--- src/rtl/alu_ctrl_pkg.sv ---
// alu_ctrl_pkg: types and constants shared by the alu request arbiter and the
// code that generates alu operations.
//   alu_ctrl_state_t : controller FSM states (IDLE -> EXEC -> RESP)
//   OP_*             : alu opcode encodings (ALU_Sel values). Every 4-bit code is
//                      legal; the arbiter passes them through untouched.
package alu_ctrl_pkg;

  typedef enum logic [1:0] {
    ST_IDLE = 2'd0,
    ST_EXEC = 2'd1,
    ST_RESP = 2'd2
  } alu_ctrl_state_t;

  localparam logic [3:0] OP_ADD  = 4'b0000;
  localparam logic [3:0] OP_SUB  = 4'b0001;
  localparam logic [3:0] OP_MUL  = 4'b0010;
  localparam logic [3:0] OP_DIV  = 4'b0011;
  localparam logic [3:0] OP_SHL  = 4'b0100;
  localparam logic [3:0] OP_SHR  = 4'b0101;
  localparam logic [3:0] OP_ROL  = 4'b0110;
  localparam logic [3:0] OP_ROR  = 4'b0111;
  localparam logic [3:0] OP_AND  = 4'b1000;
  localparam logic [3:0] OP_OR   = 4'b1001;
  localparam logic [3:0] OP_XOR  = 4'b1010;
  localparam logic [3:0] OP_NOR  = 4'b1011;
  localparam logic [3:0] OP_NAND = 4'b1100;
  localparam logic [3:0] OP_XNOR = 4'b1101;
  localparam logic [3:0] OP_GT   = 4'b1110;
  localparam logic [3:0] OP_EQ   = 4'b1111;

endpackage

--- src/rtl/rr_arbiter.sv ---
// rr_arbiter: combinational round-robin arbiter.
//   req    in  N     request vector
//   ptr    in  ID_W  highest-priority index this cycle (must be < N)
//   gnt    out N     one-hot grant, zero when no request
//   gnt_id out ID_W  index of the granted requester (0 when none)
// Priority order is ptr, ptr+1, ... wrapping at N-1 -> 0.
module rr_arbiter #(
  parameter int N    = 2,
  parameter int ID_W = (N > 1) ? $clog2(N) : 1
) (
  input  logic [N-1:0]    req,
  input  logic [ID_W-1:0] ptr,
  output logic [N-1:0]    gnt,
  output logic [ID_W-1:0] gnt_id
);

  logic found;
  int   idx;

  // Walk priority slots k = 0..N-1; the inner loop keeps every bit select at a
  // constant index so nothing is indexed by a run-time value.
  always_comb begin
    gnt    = '0;
    gnt_id = '0;
    found  = 1'b0;
    idx    = 0;
    for (int k = 0; k < N; k++) begin
      idx = int'(ptr) + k;
      if (idx >= N) idx = idx - N;
      for (int i = 0; i < N; i++) begin
        if (!found && (i == idx) && req[i]) begin
          found  = 1'b1;
          gnt[i] = 1'b1;
          gnt_id = ID_W'(i);
        end
      end
    end
  end

endmodule

--- src/rtl/alu_req_arbiter.sv ---
// alu_req_arbiter: shares one combinational alu among NUM_REQ requesters.
//   clk, rst_n                  clock / async active-low reset
//   req_valid/req_ready         per-requester handshake (req_ready one-hot)
//   req_a/req_b/req_sel         packed operands/opcode, requester i at slice i
//   alu_a/alu_b/alu_sel         registered drive to the alu
//   alu_out/alu_carry           alu results, captured at the end of EXEC
//   rsp_valid/rsp_ready         response handshake
//   rsp_id/rsp_out/rsp_carry    registered response payload
//   busy                        high while an op is in EXEC or RESP
// One op in flight: IDLE -> EXEC (alu evaluates) -> RESP (hold result until
// taken). A new grant may happen in the same cycle the response is taken, so
// back-to-back throughput is one op every two cycles.
module alu_req_arbiter
  import alu_ctrl_pkg::*;
#(
  parameter  int NUM_REQ = 2,
  parameter  int WIDTH   = 8,
  parameter  int SEL_W   = 4,
  localparam int ID_W    = (NUM_REQ > 1) ? $clog2(NUM_REQ) : 1
) (
  input  logic                     clk,
  input  logic                     rst_n,
  input  logic [NUM_REQ-1:0]       req_valid,
  output logic [NUM_REQ-1:0]       req_ready,
  input  logic [NUM_REQ*WIDTH-1:0] req_a,
  input  logic [NUM_REQ*WIDTH-1:0] req_b,
  input  logic [NUM_REQ*SEL_W-1:0] req_sel,
  output logic [WIDTH-1:0]         alu_a,
  output logic [WIDTH-1:0]         alu_b,
  output logic [SEL_W-1:0]         alu_sel,
  input  logic [WIDTH-1:0]         alu_out,
  input  logic                     alu_carry,
  output logic                     rsp_valid,
  input  logic                     rsp_ready,
  output logic [ID_W-1:0]          rsp_id,
  output logic [WIDTH-1:0]         rsp_out,
  output logic                     rsp_carry,
  output logic                     busy
);

  logic [NUM_REQ-1:0][WIDTH-1:0] a_arr, b_arr;
  logic [NUM_REQ-1:0][SEL_W-1:0] sel_arr;

  assign a_arr   = req_a;
  assign b_arr   = req_b;
  assign sel_arr = req_sel;

  alu_ctrl_state_t  state_q, state_d;
  logic [ID_W-1:0]  ptr_q, ptr_d;
  logic [WIDTH-1:0] op_a_q, op_a_d, op_b_q, op_b_d;
  logic [SEL_W-1:0] op_sel_q, op_sel_d;
  logic [ID_W-1:0]  op_id_q, op_id_d;
  logic             rsp_valid_q, rsp_valid_d;
  logic [ID_W-1:0]  rsp_id_q, rsp_id_d;
  logic [WIDTH-1:0] rsp_out_q, rsp_out_d;
  logic             rsp_carry_q, rsp_carry_d;

  logic [NUM_REQ-1:0] gnt;
  logic [ID_W-1:0]    gnt_id;
  logic               can_grant;
  logic               accept;

  rr_arbiter #(.N(NUM_REQ), .ID_W(ID_W)) u_rr (
    .req    (req_valid),
    .ptr    (ptr_q),
    .gnt    (gnt),
    .gnt_id (gnt_id)
  );

  always_comb begin
    state_d     = state_q;
    ptr_d       = ptr_q;
    op_a_d      = op_a_q;
    op_b_d      = op_b_q;
    op_sel_d    = op_sel_q;
    op_id_d     = op_id_q;
    rsp_valid_d = rsp_valid_q;
    rsp_id_d    = rsp_id_q;
    rsp_out_d   = rsp_out_q;
    rsp_carry_d = rsp_carry_q;
    can_grant   = 1'b0;

    case (state_q)
      ST_IDLE: can_grant = 1'b1;
      ST_EXEC: begin
        // alu inputs have been stable (from op regs) for this whole cycle.
        rsp_out_d   = alu_out;
        rsp_carry_d = alu_carry;
        rsp_id_d    = op_id_q;
        rsp_valid_d = 1'b1;
        state_d     = ST_RESP;
      end
      ST_RESP: begin
        if (rsp_valid_q && rsp_ready) begin
          rsp_valid_d = 1'b0;
          can_grant   = 1'b1;
          state_d     = ST_IDLE;
        end
      end
      default: state_d = ST_IDLE;
    endcase

    req_ready = can_grant ? gnt : '0;
    // The arbiter grants whenever any request is valid.
    accept    = can_grant && (|req_valid);

    if (accept) begin
      op_a_d   = a_arr[gnt_id];
      op_b_d   = b_arr[gnt_id];
      op_sel_d = sel_arr[gnt_id];
      op_id_d  = gnt_id;
      ptr_d    = (gnt_id == ID_W'(NUM_REQ - 1)) ? '0 : gnt_id + 1'b1;
      state_d  = ST_EXEC;
    end
  end

  always_ff @(posedge clk or negedge rst_n) begin
    if (!rst_n) begin
      state_q     <= ST_IDLE;
      ptr_q       <= '0;
      op_a_q      <= '0;
      op_b_q      <= '0;
      op_sel_q    <= '0;
      op_id_q     <= '0;
      rsp_valid_q <= 1'b0;
      rsp_id_q    <= '0;
      rsp_out_q   <= '0;
      rsp_carry_q <= 1'b0;
    end else begin
      state_q     <= state_d;
      ptr_q       <= ptr_d;
      op_a_q      <= op_a_d;
      op_b_q      <= op_b_d;
      op_sel_q    <= op_sel_d;
      op_id_q     <= op_id_d;
      rsp_valid_q <= rsp_valid_d;
      rsp_id_q    <= rsp_id_d;
      rsp_out_q   <= rsp_out_d;
      rsp_carry_q <= rsp_carry_d;
    end
  end

  // Op regs only change on accept, so the alu sees no toggling while idle.
  assign alu_a     = op_a_q;
  assign alu_b     = op_b_q;
  assign alu_sel   = op_sel_q;
  assign rsp_valid = rsp_valid_q;
  assign rsp_id    = rsp_id_q;
  assign rsp_out   = rsp_out_q;
  assign rsp_carry = rsp_carry_q;
  assign busy      = (state_q != ST_IDLE);

endmodule

--- config.mk ---
export PLATFORM = sky130hd
export DESIGN_NAME = alu_req_arbiter
export DESIGN_NICKNAME = d
export VERILOG_FILES = /design/src/rtl/alu_ctrl_pkg.sv /design/src/rtl/rr_arbiter.sv /design/src/rtl/alu_req_arbiter.sv
export SDC_FILE = /design/constraint.sdc
export NUM_CORES = 1
export LEC_CHECK = 0
export ABC_AREA = 1
export CAP_MARGIN = 10
export CORE_UTILIZATION = 44
export CTS_BUF_LIST = sky130_fd_sc_hd__clkbuf_8
export DETAILED_ROUTE_END_ITERATION = 10
export HOLD_SLACK_MARGIN = 0.1
export PLACE_DENSITY = 0.9
export SLEW_MARGIN = 5
export SYNTH_ARGS = -nofsm -noshare
export SYNTH_HDL_FRONTEND = slang
export SYNTH_SLANG_ARGS = --single-unit
--- constraint.sdc ---
create_clock -name clk -period 2.5 [get_ports clk]
set_input_delay 0.375 -clock clk [delete_from_list [all_inputs] [get_ports clk]]
set_output_delay 0.375 -clock clk [all_outputs]
set_load 0.005 [all_outputs]
Word-level counts from Yosys, hierarchy flattened:

Index checks and enable logic that the tools add are counted.

* register bits after elaboration: 35
* input bits: 54
* output and inout port bits: 34
* logic and storage cells: 69

* add/subtract/negate cells: 4
* $lt $le $gt $ge: 3
* equal/unequal tests: 7
* muxes and demuxes: 25
* reductions and logical operators: 20

Operators by type and width (number)
* == test 2 x 32 -> 1 bit (first input constant): 2
* logical NOT 32 bit: 2
* 2-to-1 mux 32 bit: 2
* greater-or-equal comparator 32 x 3 -> 1 bit (second input constant): 1
* 2-to-1 mux 8 bit: 4
* subtractor 32 x 3 -> 32 bit (second input constant): 1
* 2-to-1 mux 1 bit: 11
* logical AND 1 bit: 9
* 2-to-1 mux 4 bit: 2
* 2-to-1 mux 2 bit: 3
* case mux 2 bit (3 select lines): 1
* inequality test 2 bit (second input constant): 2
* case mux 1 bit (2 select lines): 2
* AND reduction 2 bit: 2
* nonzero test 2 bit: 2
* logical NOT 1 bit: 3
* inequality test 3 bit (second input constant): 1
* subtractor 1 x 2 -> 3 bit (second input constant): 1
* adder 1 x 1 -> 2 bit (second input constant): 1
* == test 2 x 1 -> 1 bit (second input constant): 1
* == test 2 bit (second input constant): 1
* greater-or-equal comparator 1 x 2 -> 1 bit (second input constant): 1
* logical NOT 2 bit: 1
* less-than comparator 1 x 2 -> 1 bit (second input constant): 1
* other kinds (2): 2

Logic depth before layout (Yosys ltp):

Gate-level depths: netlist (run 1).

* depth after elaboration: 19
* gate-level depth with buffers: 8
* depth with buffers taken out: 7

By module:

Synthesis (run 1) repeated with hierarchy kept, for this count alone.

* cells, all modules: 233
* area total of the unflattened synthesis: 1712.9 µm²

By module, submodules not included
* alu_req_arbiter: instances 1, cells an instance 227, area each 1689.1 µm², sequential area each 875.8 µm²
* rr_arbiter: instances 1, cells an instance 6, area each 23.8 µm², sequential area each 0.0 µm²

Worst setup path after synthesis (run 1):

No wires, ideal clock.

* path kind: register to output
* from: reg ptr_q
* to: out req_ready[0]
* data arrival time: 0.862 ns
* required time: 2.125 ns
* setup slack: 1.263 ns
* cell stages (with the launch flop): 7
* path buffers: 1
* path through: dfrtp_1 -> inv_1 -> nand2_1 -> nand2_1 -> buf_2 -> nand2_1 -> inv_1

* cells in the longest elaborated chain, start to end: 14
* elaborated cells on any way between the ends: 21
* classes of those cells: add/sub (3); order compare (2); eq/ne (1); mux (6); reduce/logical (9)

Ends and longest elaborated chain
* start: declaration: line alu_req_arbiter.sv:49 `logic [ID_W-1:0] ptr_q, ptr_d;`
* start signal: assignment: line alu_req_arbiter.sv:131 `ptr_q <= ptr_d;`
* parallel branches: the longest is 12 deep, another holds subtractor 32 x 3 -> 32 bit
* 2-to-1 mux 1 bit (*): line rr_arbiter.sv:31 `if (!found && (i == idx) && req[i]) begin`
* 2-to-1 mux 2 bit (*): line alu_req_arbiter.sv:103 `req_ready = can_grant ? gnt : '0;`
* end: declaration: line alu_req_arbiter.sv:24 `output logic [NUM_REQ-1:0] req_ready,`

Every way passes the cells marked *.

Final worst setup path (run 1):

* from: in rsp_ready
* to: out req_ready[0]

* cells in the longest elaborated chain, start to end: 4

Ends and longest elaborated chain
* start: declaration: line alu_req_arbiter.sv:34 `input logic rsp_ready,`
* logical AND 1 bit: line alu_req_arbiter.sv:94 `if (rsp_valid_q && rsp_ready) begin`
* 2-to-1 mux 1 bit: line alu_req_arbiter.sv:94
* case mux 1 bit (2 select lines): line alu_req_arbiter.sv:83 `case (state_q)`
* 2-to-1 mux 2 bit: line alu_req_arbiter.sv:103

No other way between the ends.

==> results.ini, run 1 <==
[run_status]
outcome=completed

[layout]
layout-drive-gt1-share_pct=5.48
areaGrowthSynthToFinish_pct=59.0
antenna_cells=0
nNetsFinal=363
nFillCells=273
stdcell_area_um2=2650

[die]
die_h_um=63.5
die_w_um=63.5
ios=88
initial_utilization_pct=48.1
dieArea_um2=4040
row_count=21
core-area_um2=3470

[power_and_ir_drop]
total_leakage_power_nw=1.34
p_sw_share_pct=21.2
power.density_nw_per_um2=432
netSwitchingPower_mw=0.242
p_clk_share_pct=38.1
p_seq_share_pct=49.5
internal-power_mw=0.902
ir_worst_vdd_uv=305
p_comb_share_pct=12.4

[placed_design]
routabilityCongestion=0.774
dp_hpwl_mm=3.26
portBuffers=87
place_area_um2=2550

[critical_path]
end_kind=primary output
required_ns=2.12
crit_fanout=3
crit_type=input pin to primary output
crit_slowest_cell=clkdlybuf4s50_1
startpoint_type=input pin
arrival_ns=1.85
slowest_delay_ns=0.50
crit_chain=clkdlybuf4s50_1, nand2_1, nand2_2, nand2_2, nor2_4, nand2_1, inv_1, clkdlybuf4s50_1
r2r_slack_ns=0.80

[timing]
fin_crit_ns=2.22
drv_slew=0
finalSetupViolCount=0
hold_viol=0
worst_pin_slew_ns=0.748
period_share_pct=88.9
fmax_mhz=450
final.setup_skew_ns=0.00378
maxSlewHeadroom_pct=50.1
rsz0062_at_grt=false
tns_ns=0

[global_routing]
antenna_found_initial=0
grt_overflow=0
grt_pass1_vias=1733
grt_pass1_wl_mm=7.63
grt_usage_pct=24.6
grt_max_degree=36

[route]
drt-total-wl_mm=4.44
dr_total_vias=1703
antenna_left=0
vias_per_cell=4.78
drt-pass1-iter-count=4
drt-initial-drc-count=87
routedWlPerCell_um=12.5
drc=0

[synthesis]
synth_seq_cells=35
post-synth-top-count-cell=nand2_1
synth_top_area_share_pct=52.6
yosysWarnings=0
synth_area_um2=1670
synth_cells=223
async_flop_share_pct=100
synthesis.nets=277
synthTopCellsByCount=nand2_1 (139), dfrtp_1 (35), nand3_1 (21)
synthTopCellsByArea=dfrtp_1 (53%), nand2_1 (31%), nand3_1 (6.3%), buf_2 (2.4%), buf_4 (1.8%)
ys_types=12
ys_seq_area_share_pct=52.6
synth_edf_count=0
synth_ff_type=dfrtp_1
yosys.area.top_type=dfrtp_1
syn_avg_cell_area_um2=7.47

[job]
cap_violations=0

[clock_tree]
cts_tree=done
cts_root_buffer=clkbuf_8
cts.clk_slew.worst_paths_ns=0.06
cts_sinks=35
postCtsSetupBuffers=0
htree_levels=2
cts_buffer_depth=2
cts_resized=0
cts_made_buffers=5
hold_buffers=0
clock_latency_ns=0.28

[worst_hold_path]
min_path_type=input pin to async pin

## power groups by stage
stage | sequential (mW) | combinational (mW) | clock [mW]
2_1_floorplan | 0.577 | 0.0409 | 0
3_3_place_gp | 0.577 | 0.141 | 0
3_5_place_dp | 0.577 | 0.143 | 0
4_1_cts | 0.566 | 0.144 | 0.442
5_1_grt | 0.566 | 0.157 | 0.475
6_report | 0.566 | 0.142 | 0.436
## sequential cells by signal, summed over array words and instances, names as in the netlist
signal     count
ptr_q          1
alu_b          8
state_q        2
rsp_carry      1
op_id_q        1
rsp_id         1
alu_sel        4
alu_a          8
rsp_out        8
rsp_valid      1
## critical path: cells and delay by family
family	cells	cell delay, ns
AND/OR/NAND/NOR	5	0.43
buffers and inverters	3	1.05
## per-stage QoR
step | instances | total power [mW] | setup slack, ns | util (%) | hold WS (ns)
2_1_floorplan | 223 | 0.618 | 1.26 | - | 0.0794
3_3_place_gp | 348 | 0.718 | 0.327 | 73.5 | 0.448
3_5_place_dp | 348 | 0.720 | 0.294 | 73.5 | 0.459
4_1_cts | 356 | 1.15 | 0.272 | 76.4 | 0.182
5_1_grt | 356 | 1.20 | 0.219 | 76.4 | 0.212
6_report | 356 | 1.14 | 0.278 | 76.4 | 0.157
## routing by layer
metal,track usage (%),part of all wire [%],up-vias
met5,0,0,-
met4,7.39,0.90,0
met3,6.16,5.1,6
met2,44.5,54,57
met1,28.0,40,788
li1,-,-,852
## final timing paths
check / to / from / cells past startpoint
max in group asynchronous: alu_b[4] / rst_n / 1
min in group clk: state_q[1] / state_q[0] / 1
min reg2reg: state_q[1] / state_q[0] / 1
max reg2reg: rsp_out[2] / state_q[0] / 5
max: req_ready[0] / rsp_ready / 8
min: alu_sel[2] / rst_n / 1
## kinds of logic (layout without fill, tap and decap cells)
logic type | count (synthesis) | count (layout) | share of synthesized area (%)
compound gates | 2 | 2 | 0.601
buf+inv | 19 | 106 | 5.78
flops | 35 | 35 | 52.6
simple gates | 167 | 167 | 41.1
## cell usage in the layout, fill, tap and decap left out, types with 2 or more instances in the layout
master,synthesis,final
buf_4,4,4
clkbuf_8,0,7
clkdlybuf4s50_1,0,86
dfrtp_1,35,35
inv_1,7,8
nand2_1,139,139
nand2_2,2,2
nand3_1,21,21
nor2_1,2,2
o21ai_0,2,2
## area by class of cell
| type | count | area (µm²) | area share, % |
|---|---|---|---|
| inverters | 7 | 26.3 | 0.992 |
| repair buffers | 91 | 896 | 33.8 |
| clock inverters | 1 | 3.75 | 0.142 |
| flip-flops and latches | 35 | 876 | 33.1 |
| well taps | 46 | 57.6 | 2.17 |
| clock buffers | 7 | 96.3 | 3.64 |
| multi-input cells | 169 | 694 | 26.2 |
Note: power is estimated with default switching activity, not from simulation.
==> inputs of run 2 (changes only) <==
--- a/config.mk
+++ b/config.mk
@@ -7,6 +7,7 @@
 export LEC_CHECK = 0
 export ABC_AREA = 1
 export CAP_MARGIN = 10
+export CORE_MARGIN = 3
 export CORE_UTILIZATION = 44
 export CTS_BUF_LIST = sky130_fd_sc_hd__clkbuf_8
 export DETAILED_ROUTE_END_ITERATION = 10
==> run 2 against run 1 <==
Count of clock-buffer cells in the layout unchanged. Core utilization down 0.57 points. Power down 0.27%. Critical endpoint is now req_ready[1]. Critical path type unchanged. Via count down 1.7%. Sequential cell count unchanged. Maximum frequency down 3.4%. Cell area unchanged. First-iteration DRC count up 20%. Highest routed layer unchanged. Clock skew about the same.
==> results.ini, run 2 (synthesis gave the netlist of run 1 again) <==
[timing]
tns_ns=0  ; unchanged
period_share_pct=92.0  ; +3.1 points
finalSetupViolCount=0  ; unchanged
fin_crit_ns=2.30  ; +0.0781 ns
final.setup_skew_ns=0.00374  ; -0.0000435 ns
maxSlewHeadroom_pct=50.1  ; about the same
fin_hold_ws_ns=0.166  ; +0.00917 ns
rsz0062_at_grt=false
drv_slew=0  ; unchanged
hold_viol=0  ; unchanged
worst_pin_slew_ns=0.748  ; -0.000374 ns
fmax_mhz=435  ; -3.4%

[route]
antenna_left=0  ; unchanged
drt-met1-wl_mm=1.69  ; -4.7%
met2_length_mm=2.33  ; -3.3%
maxUsedRoutingLayer=met4
vias_per_cell=4.70  ; -1.7%
dr_total_vias=1674  ; -1.7%
drt-total-wl_mm=4.44  ; -0.14%
drc=0  ; unchanged
drt-initial-drc-count=104  ; +20%
routedWlPerCell_um=12.5  ; -0.14%
drt-pass1-iter-count=4  ; unchanged
met3_length_um=287  ; +27%

[clock_tree]
cts.clk_slew.worst_paths_ns=0.07  ; about the same
htree_levels=2  ; unchanged
clock_latency_ns=0.28  ; about the same
cts_sinks=35  ; unchanged
hold_buffers=0  ; unchanged
cts_made_buffers=5  ; unchanged
cts_tree=done
cts_buffer_depth=2  ; unchanged
cts_root_buffer=clkbuf_8
postCtsSetupBuffers=0  ; unchanged
cts_resized=0  ; unchanged

[die]
initial_utilization_pct=47.7  ; -0.36 points
row_count=21  ; unchanged
core-area_um2=3490  ; +0.76%
ios=88  ; unchanged
die_h_um=67.5  ; +6.3%
dieArea_um2=4560  ; +13%
die_w_um=67.5  ; +6.3%

[placed_design]
routabilityCongestion=0.821  ; +6.0%
dp_hpwl_mm=3.33  ; +2.1%
portBuffers=87  ; unchanged

[global_routing]
grt_max_degree=36  ; unchanged
grt_usage_pct=21.1  ; -3.5 points
grt_overflow=0  ; unchanged
grt_pass1_vias=1550  ; -11%
antenna_found_initial=0  ; unchanged
grt_pass1_wl_mm=7.10  ; -7.0%

[layout]
areaGrowthSynthToFinish_pct=59.0  ; unchanged
layout_common_cells=nand2_1 (139), clkdlybuf4s50_1 (86), dfrtp_1 (35)
antenna_cells=0  ; unchanged
layout-drive-gt1-share_pct=5.48  ; unchanged
fin_util_pct=75.8  ; -0.57 points
mostFrequentLayoutCell=nand2_1
nNetsFinal=363  ; unchanged

[power_and_ir_drop]
ir_worst_vdd_uv=304  ; -0.35%
total_leakage_power_nw=1.34  ; unchanged
power.total_mw=1.14  ; -0.27%
power.density_nw_per_um2=431  ; -0.27%

[job]
cap_violations=0  ; unchanged

[critical_path]
startpoint_type=input pin
crit_fanout=8  ; +5
arrival_ns=1.92  ; +0.07 ns
required_ns=2.12  ; about the same
r2r_slack_ns=0.76  ; -0.04 ns
end_kind=primary output
crit_type=input pin to primary output

[run_status]
outcome=completed

[worst_hold_path]
min_path_type=input pin to async pin

==> run 2: area by class of cell <==
| type | instances | area, µm² |
|---|---|---|
| clock buffers | 7 | 96.3 |
| fillers | 274 | 845 |
| inverters | 7 | 26.3 |
| multi-input cells | 169 | 694 |
| well taps | 46 | 57.6 |
| repair buffers | 91 | 896 |
| flip-flops and latches | 35 | 876 |
| clock inverters | 1 | 3.75 |
==> run 2: critical path, stage by stage <==
cell	delay, ns
clkdlybuf4s50_1	0.62
nand2_1	0.20
nor2_1	0.19
clkdlybuf4s50_1	0.53
==> run 2: stage by stage <==
stage	setup slack (ns)	instance area, µm²	std cells
floorplan	1.26	1670	223
detailed placement	0.205	2550	348
finish	0.200	2650	356
global placement	0.257	2550	348
CTS	0.202	2650	356
global route	0.110	2650	356
==> run 2: path summary, 6_finish.rpt <==
check                                   from           end  depth (start not counted)
worst max-delay path            req_valid[1]  req_ready[1]                          4
worst min-delay path                   rst_n    rsp_out[1]                          1
max in group asynchronous              rst_n         ptr_q                          1
worst min register to register    state_q[0]    state_q[1]                          1
min in group clk                  state_q[0]    state_q[1]                          1
worst max register to register    state_q[0]    rsp_out[4]                          5
==> run 2: metal layers <==
layer  track usage [%]  vias to the layer above
li1                  -                      854
met1              23.0                      752
met2              37.7                       58
met3              5.82                       10
met4              9.62                        0
met5                 0                        -
==> run 2: report_power, final <==
group / leakage, nW / internal [mW] / switching (mW)
clock network: 0.0557 / 0.247 / 0.186
logic: 0.852 / 0.0886 / 0.0530
registers: 0.437 / 0.566 / 0
total: 1.34 / 0.902 / 0.239
